File: config.mk
export PLATFORM = sky130hd
export DESIGN_NAME = reg_file_4x8
export DESIGN_NICKNAME = d
export VERILOG_FILES = /design/src/rtl/reg_file_4x8.sv
export SDC_FILE = /design/constraint.sdc
export NUM_CORES = 1
export LEC_CHECK = 0
export BUFFER_PORTS_ARGS = -buffer_cell sky130_fd_sc_hd__buf_2
export CELL_PAD_IN_SITES_DETAIL_PLACEMENT = 1
export CELL_PAD_IN_SITES_GLOBAL_PLACEMENT = 1
export CORE_ASPECT_RATIO = 0.9
export CORE_MARGIN = 4
export CORE_UTILIZATION = 35
export CTS_CLUSTER_DIAMETER = 200
export DETAILED_ROUTE_END_ITERATION = 12
export GPL_ROUTABILITY_DRIVEN = 0
export GPL_TIMING_DRIVEN = 0
export MAX_ROUTING_LAYER = met4
export PLACE_DENSITY_LB_ADDON = 0.1
export REMOVE_ABC_BUFFERS = 1
export SETUP_SLACK_MARGIN = 0.2
export SLEW_MARGIN = 15
export SYNTH_ARGS = -nofsm -noshare
export SYNTH_HDL_FRONTEND = slang
export SYNTH_SLANG_ARGS = --single-unit
File: constraint.sdc
create_clock -name clk -period 1.35 [get_ports clk]
set_input_delay 0.27 -clock clk [delete_from_list [all_inputs] [get_ports clk]]
set_output_delay 0.27 -clock clk [all_outputs]
set_load 0.02 [all_outputs]
File: src/rtl/reg_file_4x8.sv
`default_nettype none
// ============================================================================
// Module   : reg_file_4x8
// Purpose  : Four 8-bit registers with one write port and two registered
//            read ports. Reads are write-first: a read of the index being
//            written on the same edge returns the new data. A synchronous
//            clear zeroes every register and wins over a concurrent write.
// Ports    : clk        - single clock, rising-edge active
//            reset      - asynchronous active-high reset
//            wr_en      - write request
//            wr_addr    - write register index (2 bits)
//            wr_data    - write data (8 bits)
//            rd_en      - read request for both ports
//            rd_addr_a  - port A register index
//            rd_addr_b  - port B register index
//            clear      - synchronous clear of all registers
//            rd_data_a  - port A registered read data
//            rd_data_b  - port B registered read data
//            rd_valid   - one-cycle flag marking fresh read data
//            reg_out    - {r3,r2,r1,r0}, continuous view of the storage
// Revision : 1.0 - initial release
// ============================================================================
module reg_file_4x8 #(
    parameter int DATA_W = 8,
    parameter int ADDR_W = 2,
    parameter int NREGS  = 4
) (
    input  logic                    clk,
    input  logic                    reset,
    input  logic                    wr_en,
    input  logic [ADDR_W-1:0]       wr_addr,
    input  logic [DATA_W-1:0]       wr_data,
    input  logic                    rd_en,
    input  logic [ADDR_W-1:0]       rd_addr_a,
    input  logic [ADDR_W-1:0]       rd_addr_b,
    input  logic                    clear,
    output logic [DATA_W-1:0]       rd_data_a,
    output logic [DATA_W-1:0]       rd_data_b,
    output logic                    rd_valid,
    output logic [NREGS*DATA_W-1:0] reg_out
);

    localparam logic [DATA_W-1:0] c_zero = '0;

    logic [DATA_W-1:0] r_mem [NREGS];
    logic [DATA_W-1:0] r_rd_data_a;
    logic [DATA_W-1:0] r_rd_data_b;
    logic              r_rd_valid;
    logic [DATA_W-1:0] w_rd_next_a;
    logic [DATA_W-1:0] w_rd_next_b;
    logic              w_wr_live;

    // A write only lands when clear is low; the bypass must see the same rule
    // so that a clear cycle never forwards the discarded write data.
    assign w_wr_live = wr_en & ~clear;

    // Next read data per port: clear forces zero, otherwise a same-index
    // write is forwarded, otherwise the stored value is returned.
    always_comb begin
        w_rd_next_a = r_mem[rd_addr_a];
        w_rd_next_b = r_mem[rd_addr_b];
        if (clear) begin
            w_rd_next_a = c_zero;
            w_rd_next_b = c_zero;
        end else begin
            if (w_wr_live && (wr_addr == rd_addr_a)) begin
                w_rd_next_a = wr_data;
            end
            if (w_wr_live && (wr_addr == rd_addr_b)) begin
                w_rd_next_b = wr_data;
            end
        end
    end

    // Storage: one register per index, each with its own decoded write enable.
    for (genvar gi = 0; gi < NREGS; gi++) begin : g_regs
        always_ff @(posedge clk or posedge reset) begin
            if (reset) begin
                r_mem[gi] <= c_zero;
            end else if (clear) begin
                r_mem[gi] <= c_zero;
            end else if (wr_en && (wr_addr == ADDR_W'(gi))) begin
                r_mem[gi] <= wr_data;
            end
        end
        assign reg_out[gi*DATA_W +: DATA_W] = r_mem[gi];
    end

    // Read pipeline: data holds while rd_en is low; valid tracks rd_en.
    always_ff @(posedge clk or posedge reset) begin
        if (reset) begin
            r_rd_data_a <= c_zero;
            r_rd_data_b <= c_zero;
            r_rd_valid  <= 1'b0;
        end else begin
            r_rd_valid <= rd_en;
            if (rd_en) begin
                r_rd_data_a <= w_rd_next_a;
                r_rd_data_b <= w_rd_next_b;
            end
        end
    end

    assign rd_data_a = r_rd_data_a;
    assign rd_data_b = r_rd_data_b;
    assign rd_valid  = r_rd_valid;

endmodule
`default_nettype wire

==> impl_metrics.csv <==
group,metric,value,unit
power_and_ir_drop,pwr-share-clk,29.5,%
drt,drc,0,
global_route,grt_pass1_wl,14000,µm
critical_path,crit_path_max_fanout,3,
logic_synthesis,yosysWarningCount,0,
die,dieHeight,92.6,µm
logic_synthesis,yosysSeqAreaShare,44.0,%
worst_hold_path,hp-class,"primary input to async pin",
clock_tree,cts_tree,"built",
finish,final_nets,348,
clock_tree,htreeDepth,2,
global_route,grt_max_degree,36,
sta,maxClockFrequency,753,MHz
finish,fin_cells,426,
logic_synthesis,synthesis.area,2790,µm²
power_and_ir_drop,p_leak,0.00195,µW
sta,tightest_slew,705,ps
global_route,antenna_found_initial,0,
sta,fin_skew,8.26,ps
critical_path,worstPathArrival,1510,ps
drt,routed_wl,9350,µm
clock_tree,cts-root-buf,"clkbuf_8",
drt,drtAntennaViolNets,0,
finish,num-fill-cells,793,
logic_synthesis,yosysUniqueCellTypes,28,
sta,fin_crit_sh,98.3,%
critical_path,end_kind,"flip-flop",
power_and_ir_drop,seq_power_share,46.4,%
critical_path,cp.required,1540,ps
logic_synthesis,yosys_register_bits,49,
finish,final_core_util,54.8,%
die,ioPinCount,68,
power_and_ir_drop,intPower,2340,µW
status,outcome,"completed",
global_route,gr-usage-all-layers,20.1,%
clock_tree,clock_path_buffers,2,
sta,slew_violations,0,
die,dieArea,9450,µm²
clock_tree,numCtsBuffers,5,
die,die_w,102,µm
clock_tree,clkTransAtPathRegs,100,ps
die,num_rows,30,
finish,drive_gt1_share,55.5,%
placement,port_buffers,67,
finish,area_growth,50.5,%
drt,viasPerCell,5.37,
sta,rsz0062_at_grt,"true",
clock_tree,hold_buffers,0,
sta,hold_violations,0,
power_and_ir_drop,switching_share,30.8,%
power_and_ir_drop,p_total,3380,µW
sta,maxSlewHeadroom,52.9,%
power_and_ir_drop,combPwrFrac,24.1,%
die,start_util,36.4,%
critical_path,crit_type,"flip-flop to flip-flop",
die,fp.coreArea,7660,µm²
power_and_ir_drop,vdd_drop_max,0.000494,V
global_route,grt_pass1_vias,2419,
flow_run,max_cap_viol_count,0,
drt,drt_first_iter_violations,112,
drt,dr.pass1.iters,4,
placement,place_hpwl,5510,µm
clock_tree,clkLatencyLatePin,320,ps
sta,fin_crit,1330,ps
critical_path,cp-start-kind,"flip-flop",
sta,setup_violations,0,
drt,post_drt_wl_per_cell,22.0,µm
finish,diodes,0,
logic_synthesis,syn_inst,218,
placement,dp_cells,363,
drt,dr_total_vias,2289,
power_and_ir_drop,power.density,807,nW/µm²
logic_synthesis,avgSynthCellArea,12.8,µm²
global_route,grt-ovfl-total,0,
power_and_ir_drop,switching_power,1040,µW
clock_tree,clock-sinks,49,
## metrics by stage
step / setup WS (ps) / area (µm²) / TNS [ps] / hold slack (ps)
4_1_cts: 9.28 / 3830 / 0 / 93.6
5_1_grt: -43.1 / 4190 / -77.7 / 118
3_3_place_gp: -1190 / 3080 / -64710 / 550
2_1_floorplan: -268 / 2630 / -6770 / 301
3_5_place_dp: -614 / 3130 / -16230 / 428
6_report: 22.5 / 4190 / 0 / 56.6
## repair_timing
| item | CTS | global route |
|---|---|---|
| resized for setup | 115 | 49 |
| buffers inserted | 35 | 20 |
| endpoints found under the setup margin | 86 | 66 |
| endpoints found under the hold margin | 0 | 0 |
| pin swaps | 1 | 3 |
## per-layer routing
metal	track usage, %	wire length (µm)
met4	3.93	79
met5	-	0
met1	27.5	4220
met3	3.31	394
met2	31.7	4660
## state kept, by name, summed over array words and instances (netlist names)
| signal | count |
|---|---|
| rd_data_a | 8 |
| rd_data_b | 8 |
| rd_valid | 1 |
| reg_out | 32 |
## kinds of logic (layout without fill, tap and decap cells)
logic type,Yosys count,after routing,synth area share (%)
flip-flops,49,49,44.0
multiplexers,48,48,25.5
AND/OR/NAND/NOR,48,48,7.91
buffers and inverters,37,149,8.00
AO/OA/AOI/OAI,32,32,12.1
XOR/XNOR,4,4,2.47
## worst max-delay path, stage by stage, from the launching register on
cell and delay (ps):
dfrtp_1 440, mux4_2 490, o311ai_1 120, o221ai_1 170
## cells in the final DEF, fill, tap and decap left out
cell,netlist,layout
clkinv_2,0,1
and2b_4,0,1
nand3_2,0,1
mux4_2,8,16
dfrtp_2,0,1
o221ai_2,9,10
dfrtp_1,49,48
xor2_4,1,4
o311ai_1,4,3
nor3b_4,0,1
clkbuf_8,1,7
nand2_1,7,7
o311ai_2,0,8
mux2i_1,32,32
o221ai_1,7,6
o311ai_4,0,5
or3_4,1,2
buf_16,0,1
buf_2,4,16
nor2_1,32,32
buf_6,7,65
nand2b_4,1,1
clkbuf_4,0,4
inv_1,17,16
buf_4,3,38
inv_2,0,1
nand3b_1,3,3
## power groups by stage
stage / clock network [µW] / logic (µW) / registers, µW
2_1_floorplan: 0 / 227 / 1650
3_5_place_dp: 0 / 545 / 1590
4_1_cts: 1010 / 705 / 1570
5_1_grt: 1080 / 869 / 1580
3_3_place_gp: 0 / 527 / 1590
6_report: 997 / 815 / 1570
## final timing paths
| path | to | slack [ps] | start | depth (start not counted) |
|---|---|---|---|---|
| worst max-delay path | rd_data_a[5] | 20 | reg_out[13] | 3 |
| worst min-delay path | rd_data_b[1] | 60 | reset | 2 |
| worst max register to register | rd_data_a[5] | 20 | reg_out[13] | 3 |
| worst min register to register | reg_out[7] | 580 | reg_out[7] | 2 |
| max in group asynchronous | reg_out[3] | 740 | reset | 3 |
| min in group clk | reg_out[23] | 280 | wr_data[7] | 3 |
## final cells by class
class                      count  area, µm²  area share, %
multi-input combinational    132       1530           36.4
sequential                    49       1230           29.3
timing repair buffer         124       1150           27.5
tap                           96        120           2.86
clock buffer                   7       96.3           2.30
inverter                      17       63.8           1.52
clock inverter                 1       5.00          0.119
## Yosys cell counts, drive strengths merged
master	n	area, µm²
nand3	1	5.00
clkbuf	4	25.0
o221ai	16	196
nand2b	1	13.8
xor2	4	68.8
nand3b	3	22.5
nor2	32	120
and2b	1	7.51
nor3b	1	7.51
mux2i	32	320
mux4	16	390
buf	15	125
or3	2	17.5
o311ai	16	140
nand2	7	26.3
inv	17	63.8
dlygate4sd1	1	8.76
dfrtp	49	1230
No activity file was read; power rests on OpenSTA's default activity.
